File: src/rtl/rob_pkg.sv
// Shared definitions for the multi-commit reorder buffer: op classes and payload widths.
package rob_pkg;

   typedef enum logic [2:0] {
      OP_WRITE   = 3'b000,
      OP_JUMP    = 3'b001,
      OP_BOTH    = 3'b010,
      OP_LS      = 3'b011,
      OP_NOTHING = 3'b100
   } rob_op_e;

   localparam int OP_W   = 3;
   localparam int RD_W   = 5;
   localparam int DATA_W = 32;

   function automatic logic op_redirects(input logic [OP_W-1:0] op);
      return (op == OP_JUMP) || (op == OP_BOTH);
   endfunction

   function automatic logic op_writes(input logic [OP_W-1:0] op);
      return (op == OP_WRITE) || (op == OP_BOTH);
   endfunction

endpackage

File: src/rtl/rob_commit_select.sv
// Picks which of the oldest COMMIT_W entries retire this cycle, honouring the
// jump-ends-group and one-store-per-group rules.
module rob_commit_select
   import rob_pkg::*;
#(
   parameter int COMMIT_W = 2,
   parameter int CNT_W    = 5
) (
   input  logic [COMMIT_W-1:0]      lane_ready,
   input  logic [COMMIT_W*OP_W-1:0] lane_op,
   input  logic [CNT_W-1:0]         count,
   output logic [COMMIT_W-1:0]      retire_mask,
   output logic [2:0]               n_retired
);

   logic              stop_s;
   logic              ls_seen_s;
   logic [OP_W-1:0]   op_s;

   // In-order scan from head; the first blocked lane ends the group.
   always_comb begin
      retire_mask = {COMMIT_W{1'b0}};
      n_retired   = 3'd0;
      stop_s      = 1'b0;
      ls_seen_s   = 1'b0;
      op_s        = {OP_W{1'b0}};
      for (int i = 0; i < COMMIT_W; i++) begin
         op_s = lane_op[i*OP_W +: OP_W];
         if (!stop_s && (CNT_W'(i) < count) && lane_ready[i]) begin
            if ((op_s == OP_LS) && ls_seen_s) begin
               stop_s = 1'b1;
            end else begin
               retire_mask[i] = 1'b1;
               n_retired      = n_retired + 3'd1;
               if (op_redirects(op_s)) begin
                  stop_s = 1'b1;
               end else if (op_s == OP_LS) begin
                  ls_seen_s = 1'b1;
               end else begin
                  ls_seen_s = ls_seen_s;
               end
            end
         end else begin
            stop_s = 1'b1;
         end
      end
   end

endmodule

File: src/rtl/rob_mc.sv
// Multi-commit reorder buffer: in-order allocate, out-of-order writeback,
// in-order retire of up to COMMIT_W entries with store release and jump redirect.
module rob_mc
   import rob_pkg::*;
#(
   parameter int ROB_WIDTH = 4,
   parameter int RS_WIDTH  = 2,
   parameter int COMMIT_W  = 2,
   parameter int WB_PORTS  = 2
) (
   input  logic                           clk_in,
   input  logic                           rst_in,
   input  logic                           rdy_in,
   input  logic                           alloc_valid,
   output logic                           alloc_ready,
   output logic [ROB_WIDTH-1:0]           alloc_tag,
   input  logic [WB_PORTS-1:0]            wb_valid,
   input  logic [WB_PORTS*ROB_WIDTH-1:0]  wb_tag,
   input  logic [WB_PORTS*3-1:0]          wb_op,
   input  logic [WB_PORTS*5-1:0]          wb_rd,
   input  logic [WB_PORTS*32-1:0]         wb_wdata,
   input  logic [WB_PORTS*32-1:0]         wb_jump,
   input  logic [WB_PORTS*RS_WIDTH-1:0]   wb_rs_index,
   output logic [COMMIT_W-1:0]            commit_valid,
   output logic [COMMIT_W-1:0]            commit_we,
   output logic [COMMIT_W*5-1:0]          commit_rd,
   output logic [COMMIT_W*32-1:0]         commit_wdata,
   output logic [COMMIT_W*RS_WIDTH-1:0]   commit_rs_index,
   output logic                           lsb_commit,
   output logic [ROB_WIDTH-1:0]           lsb_tag,
   output logic                           flush,
   output logic [31:0]                    redirect_pc,
   output logic [ROB_WIDTH:0]             occupancy
);

   localparam int DEPTH = 2**ROB_WIDTH;
   localparam logic [ROB_WIDTH:0] DEPTH_C = (ROB_WIDTH+1)'(DEPTH);

   logic                 ready_r    [DEPTH];
   logic [OP_W-1:0]      op_r       [DEPTH];
   logic [RD_W-1:0]      rd_r       [DEPTH];
   logic [DATA_W-1:0]    wdata_r    [DEPTH];
   logic [DATA_W-1:0]    jump_r     [DEPTH];
   logic [RS_WIDTH-1:0]  rs_index_r [DEPTH];

   logic [ROB_WIDTH-1:0] head_r, tail_r;
   logic [ROB_WIDTH:0]   count_r;

   logic                 alloc_fire_s;
   logic [ROB_WIDTH-1:0] wb_tag_s   [WB_PORTS];
   logic [ROB_WIDTH-1:0] wb_off_s   [WB_PORTS];
   logic [WB_PORTS-1:0]  wb_hit_s;
   logic [ROB_WIDTH-1:0] lane_idx_s [COMMIT_W];
   logic [COMMIT_W-1:0]  lane_ready_s;
   logic [COMMIT_W*OP_W-1:0] lane_op_s;
   logic [COMMIT_W-1:0]  sel_mask_s, retire_s;
   logic [2:0]           sel_n_s, n_ret_s;
   logic                 ls_hit_s, jump_hit_s;
   logic [ROB_WIDTH-1:0] ls_tag_s;
   logic [31:0]          jump_pc_s;

   assign alloc_ready  = (count_r != DEPTH_C) && !flush;
   assign alloc_tag    = tail_r;
   assign occupancy    = count_r;
   assign alloc_fire_s = alloc_valid && alloc_ready;

   // Tag-range filter: a result only lands on an entry inside [head, tail).
   always_comb begin
      for (int p = 0; p < WB_PORTS; p++) begin
         wb_tag_s[p] = wb_tag[p*ROB_WIDTH +: ROB_WIDTH];
         wb_off_s[p] = wb_tag_s[p] - head_r;
         wb_hit_s[p] = wb_valid[p] && ({1'b0, wb_off_s[p]} < count_r);
      end
   end

   // Present the oldest COMMIT_W entries to the selector.
   always_comb begin
      lane_op_s = {(COMMIT_W*OP_W){1'b0}};
      for (int i = 0; i < COMMIT_W; i++) begin
         lane_idx_s[i]            = head_r + ROB_WIDTH'(i);
         lane_ready_s[i]          = ready_r[lane_idx_s[i]];
         lane_op_s[i*OP_W +: OP_W] = op_r[lane_idx_s[i]];
      end
   end

   rob_commit_select #(
      .COMMIT_W (COMMIT_W),
      .CNT_W    (ROB_WIDTH+1)
   ) u_select (
      .lane_ready  (lane_ready_s),
      .lane_op     (lane_op_s),
      .count       (count_r),
      .retire_mask (sel_mask_s),
      .n_retired   (sel_n_s)
   );

   // Nothing retires during the flush cycle; also extract store/jump side effects.
   always_comb begin
      retire_s   = flush ? {COMMIT_W{1'b0}} : sel_mask_s;
      n_ret_s    = flush ? 3'd0 : sel_n_s;
      ls_hit_s   = 1'b0;
      ls_tag_s   = {ROB_WIDTH{1'b0}};
      jump_hit_s = 1'b0;
      jump_pc_s  = 32'h0;
      for (int i = 0; i < COMMIT_W; i++) begin
         if (retire_s[i] && (op_r[lane_idx_s[i]] == OP_LS)) begin
            ls_hit_s = 1'b1;
            ls_tag_s = lane_idx_s[i];
         end else begin
            ls_hit_s = ls_hit_s;
         end
         if (retire_s[i] && op_redirects(op_r[lane_idx_s[i]])) begin
            jump_hit_s = 1'b1;
            jump_pc_s  = jump_r[lane_idx_s[i]];
         end else begin
            jump_hit_s = jump_hit_s;
         end
      end
   end

   // Payload capture; the lower-indexed port is applied last so it wins a collision.
   always_ff @(posedge clk_in) begin
      if (rdy_in && !rst_in && !flush) begin
         for (int p = WB_PORTS-1; p >= 0; p--) begin
            if (wb_hit_s[p]) begin
               op_r[wb_tag_s[p]]       <= wb_op[p*OP_W +: OP_W];
               rd_r[wb_tag_s[p]]       <= wb_rd[p*RD_W +: RD_W];
               wdata_r[wb_tag_s[p]]    <= wb_wdata[p*DATA_W +: DATA_W];
               jump_r[wb_tag_s[p]]     <= wb_jump[p*DATA_W +: DATA_W];
               rs_index_r[wb_tag_s[p]] <= wb_rs_index[p*RS_WIDTH +: RS_WIDTH];
            end
         end
      end
   end

   // Pointers, ready bits and registered retire/redirect outputs.
   always_ff @(posedge clk_in) begin
      if (rst_in) begin
         head_r          <= {ROB_WIDTH{1'b0}};
         tail_r          <= {ROB_WIDTH{1'b0}};
         count_r         <= {(ROB_WIDTH+1){1'b0}};
         for (int e = 0; e < DEPTH; e++) ready_r[e] <= 1'b0;
         commit_valid    <= {COMMIT_W{1'b0}};
         commit_we       <= {COMMIT_W{1'b0}};
         commit_rd       <= {(COMMIT_W*RD_W){1'b0}};
         commit_wdata    <= {(COMMIT_W*DATA_W){1'b0}};
         commit_rs_index <= {(COMMIT_W*RS_WIDTH){1'b0}};
         lsb_commit      <= 1'b0;
         lsb_tag         <= {ROB_WIDTH{1'b0}};
         flush           <= 1'b0;
         redirect_pc     <= 32'h0;
      end else if (rdy_in) begin
         if (alloc_fire_s) ready_r[tail_r] <= 1'b0;
         for (int p = 0; p < WB_PORTS; p++) begin
            if (wb_hit_s[p] && !flush) ready_r[wb_tag_s[p]] <= 1'b1;
         end
         if (flush) begin
            head_r  <= {ROB_WIDTH{1'b0}};
            tail_r  <= {ROB_WIDTH{1'b0}};
            count_r <= {(ROB_WIDTH+1){1'b0}};
            for (int e = 0; e < DEPTH; e++) ready_r[e] <= 1'b0;
         end else begin
            head_r  <= head_r + ROB_WIDTH'(n_ret_s);
            tail_r  <= tail_r + ROB_WIDTH'(alloc_fire_s);
            count_r <= count_r + (ROB_WIDTH+1)'(alloc_fire_s) - (ROB_WIDTH+1)'(n_ret_s);
         end
         commit_valid <= retire_s;
         for (int i = 0; i < COMMIT_W; i++) begin
            commit_we[i] <= retire_s[i] && op_writes(op_r[lane_idx_s[i]]);
            commit_rd[i*RD_W +: RD_W] <= retire_s[i] ? rd_r[lane_idx_s[i]] : {RD_W{1'b0}};
            commit_wdata[i*DATA_W +: DATA_W] <=
               retire_s[i] ? wdata_r[lane_idx_s[i]] : {DATA_W{1'b0}};
            commit_rs_index[i*RS_WIDTH +: RS_WIDTH] <=
               retire_s[i] ? rs_index_r[lane_idx_s[i]] : {RS_WIDTH{1'b0}};
         end
         lsb_commit <= ls_hit_s;
         lsb_tag    <= ls_tag_s;
         flush      <= jump_hit_s;
         if (jump_hit_s) redirect_pc <= jump_pc_s;
      end
   end

endmodule

File: config.mk
export PLATFORM = sky130hd
export DESIGN_NAME = rob_mc
export DESIGN_NICKNAME = d
export VERILOG_FILES = /design/src/rtl/rob_pkg.sv /design/src/rtl/rob_commit_select.sv /design/src/rtl/rob_mc.sv
export SDC_FILE = /design/constraint.sdc
export NUM_CORES = 2
export LEC_CHECK = 0
export BUFFER_PORTS_ARGS = -buffer_cell sky130_fd_sc_hd__clkbuf_2
export CORE_MARGIN = 2
export CORE_UTILIZATION = 60
export CTS_BUF_LIST = sky130_fd_sc_hd__clkbuf_8 sky130_fd_sc_hd__clkbuf_16
export CTS_CLUSTER_SIZE = 8
export DETAILED_ROUTE_END_ITERATION = 8
export PLACE_DENSITY = 0.83
export REMOVE_ABC_BUFFERS = 1
export SYNTH_ARGS = -nofsm -noshare
export SYNTH_HDL_FRONTEND = slang
export SYNTH_HIERARCHICAL = 1
export SYNTH_SLANG_ARGS = --single-unit
File: constraint.sdc
create_clock -name clk_in -period 16.7 [get_ports clk_in]
set_clock_uncertainty 0.15 [all_clocks]
set_input_delay 3.34 -clock clk_in [delete_from_list [all_inputs] [get_ports clk_in]]
set_output_delay 3.34 -clock clk_in [all_outputs]
set_load 0.05 [all_outputs]
==> summary.md <==
| Metric | Value |
|---|---|
| WP buf/inv | `4` |
| Max-slew violation count | `0` |
| DP HPWL | `126000 um` |
| Hold buffer count at CTS | `0` |
| Post-synthesis mux area share | `39.2%` |
| Mapped cell area | `74800 um^2` |
| Post-Synth Adder-Cell Area | `0.542%` |
| PD cells | `93.9 nW/um^2` |
| CP max stage cell | `nor2_4` |
| P&R area growth vs syn | `10.5%` |
| Maxcap violations | `0` |
| Post-Synth XOR/XNOR Area | `0.289%` |
| Io pins | `292` |
| Slew @ Worst Pin | `1.38 ns` |
| Synth area leader | `edfxtp_1` |
| Final WS setup | `8.26 ns` |
| Status | `finished with violations` |
| Final Wtd Congestion | `0.884` |
| Peak supply drop | `111 uV` |
| CTS buffer count | `185` |
| Final worst-path cycle share | `50.5%` |
| Startpoint types | `input pin` |
| Yosys cell types | `63` |
| PortBufs | `291` |
| Arr. time, crit path | `8.72 ns` |
| Width of the die | `357 um` |
| Worst Hold Class | `flip-flop to flip-flop` |
| Compound-Gate Fraction of Synth Area | `2.41%` |
| Starting Density | `60.4%` |
| # setup viols final | `0` |
| Via count | `47611` |
| CTS tree | `done` |
| Utilization after layout | `66.8%` |
| ANT nets after route | `0` |
| Final Hold Viols | `0` |
| Share of the synthesized area in the top cell type | `47.5%` |
| DRC viols | `38` |
| Post-synth EDFFs | `1184` |
| Synth area leaders | `edfxtp_1 48%, mux4_2 21%, mux2_2 18%` |
| Simple logic cell fraction of the synthesized area | `2.90%` |
| First-pass GRT wire length | `330000 um` |
| Clk root buf | `clkbuf_16` |
| Mapped Cells | `4473` |
| Cell leakage power | `27.1 nW` |
| Final Non-Filler Cells | `6326` |
| FP Rows | `129` |
| Violated checks | `design-rule violations` |
| Share of cells above drive strength 1 | `54.5%` |
| Remaining global-route overflow | `0` |
| Vias in the first global route | `48776` |
| Worst setup EP type | `flip-flop` |
| Post-synth top cells | `1185 x mux2_2, 1184 x edfxtp_1, 705 x mux4_2` |
| Register area share after synthesis | `51.6%` |
| Antenna violations before repair | `27` |
| CTS sink count | `1337` |
| Largest net degree at the start of global routing | `110` |
| Cell with the most instances after synthesis | `mux2_2` |
| WL final | `226000 um` |
| Drt pass-1 iters | `9` |
| FF+latch count, synth | `1337` |
| Post_cts resized | `0` |
| YS warnings | `6` |
| Detailed Route Iter0 Violations | `6981` |
| Largest family of logic cells by synthesized area | `multiplexers` |
| RSZ-0062 raised after global routing | `no` |
| Core Area | `124000 um^2` |
| Delay-heaviest family, CP | `compound AO/OA/AOI/OAI gates` |
| Ys async rst share | `0%` |
| Synth Area per Inst | `16.7 um^2` |
| All-Layer GR Usage | `35.6%` |
| Clock latency at the later pin of the worst-skew pair | `0.82 ns` |
| Critical-path cell list | `clkbuf_2, inv_1, ha_1, inv_1, fa_1, ha_1, a21boi_1, o21a_1, o21a_1, o21bai_1, nand4_1, nor2_4, a31o_4, buf_4` |
| Deepest clock path buffer count | `3` |
| Clock transition at path regs | `0.05 ns` |
| CP max stage delay | `0.97 ns` |
| WL per Instance | `35.8 um` |
| H-Tree Level Count | `4` |
| Crit Path Class | `input pin to flip-flop` |
| Final min period | `8.44 ns` |
| Placed cells | `5965` |
| Post-CTS Setup Inserts | `0` |
| Max Clock Freq | `118 MHz` |
| Die Area | `128000 um^2` |
| Die height | `357 um` |
| Crit path max fanout | `39` |
| Primary FF master, synth | `edfxtp_1` |
| Pre-CTS setup slack | `7.62 ns` |
| Required time of the critical path | `16.98 ns` |
| Slew HR | `8.01%` |
| Vias per cell | `7.53` |
| Nets | `4707` |
[registers in the layout (all words and copies together) (netlist names), named ones only]
register / flops
commit_valid: 2
occupancy: 5
commit_we: 2
ready_r: 16
commit_wdata: 64
head_r: 4
lsb_commit: 1
rd_r: 80
commit_rs_index: 4
wdata_r: 512
op_r: 48
lsb_tag: 4
alloc_tag: 4
rs_index_r: 32
commit_rd: 10
redirect_pc: 32
flush: 1
jump_r: 512
[path summary, 6_finish.rpt]
path / start / endpoint / slack [ns] / cells after the start
min reg2reg: lsb_commit / lsb_commit / 0.30 / 2
max reg2reg: head_r[0] / redirect_pc[11] / 9.53 / 13
max: wb_tag[0] / jump_r[11][26] / 8.26 / 14
min: lsb_commit / lsb_commit / 0.30 / 2
[kinds of logic (layout without fill, tap and decap cells)]
| kind of cell | after synthesis | in the layout |
|---|---|---|
| flip-flops | 1337 | 1337 |
| AO/OA/AOI/OAI | 183 | 183 |
| adder cells (fa/ha/maj) | 30 | 30 |
| XOR/XNOR | 23 | 23 |
| multiplexers | 1900 | 1900 |
| AND/OR/NAND/NOR | 462 | 462 |
| other | 1 | 15 |
| buffers and inverters | 537 | 739 |
[through the flow]
stage / TNS [ns] / instance area (um^2) / total power, mW / hold slack (ns)
after floorplan: -4258.89 / 72600 / 4.13 / 0.314
after global placement: 0 / 77100 / 4.30 / 0.280
after detailed placement: 0 / 77100 / 4.32 / 0.296
after CTS: 0 / 82600 / 7.75 / 0.304
after global routing: 0 / 82600 / 7.93 / 0.318
final: 0 / 82600 / 7.76 / 0.303
[worst register-to-register path, stage by stage, from the launching register on]
cell      delay (ns)
dfxtp_4         1.00
nand3_1         0.37
xor2_4          0.53
buf_4           0.89
buf_4           0.94
mux4_2          0.46
nand2_1         0.08
nor4_1          0.76
nor2b_1         0.29
nand2_1         0.14
o211ai_4        0.20
buf_4           0.79
o32ai_2         0.22
nor3_1          0.25
[cell type report]
cell class,count,area [um^2]
Antenna cell,14,35.0
Clock buffer,190,4730
Clock inverter,157,734
Fill cell,8099,41100
Inverter,21,78.8
Multi-Input combinational cell,2599,34300
Sequential cell,1337,38600
Tap cell,1637,2050
Timing Repair Buffer,371,2090
[power breakdown]
group | total (mW) | internal (mW) | switching [mW]
Combinational | 0.565 | 0.240 | 0.324
Sequential | 3.70 | 3.68 | 0.0268
Clock | 3.49 | 2.03 | 1.46
[metal layers]
layer  vias up  share of wire [%]  GRT usage (%)
li1      18516                  -              -
met1     24625                 35           46.5
met2      3766                 48           56.4
met3       674                 13           9.48
met4        30                4.7           16.6
met5         -              0.089              0
[cell usage in the layout (no fill, tap or decap), types with 5 or more instances in the layout]
cell type,instances
xnor2_1,11
mux2_2,1185
mux4_2,705
xor2_1,9
o211ai_1,6
nor4_1,6
nand3b_1,41
dfxtp_4,5
o21ai_0,12
nor2_1,50
nand2_1,200
nor3_1,36
nand2b_1,8
o32ai_2,29
nand2_4,15
a22o_1,5
diode_2,14
dfxtp_1,148
a21oi_1,11
nor2b_1,10
a21o_1,8
clkbuf_2,290
nand3_1,60
a32o_1,78
ha_1,25
buf_4,75
edfxtp_1,1184
mux2i_1,8
clkbuf_16,188
nor2_4,6
inv_1,165
Note: power is estimated with default switching activity, not from simulation.
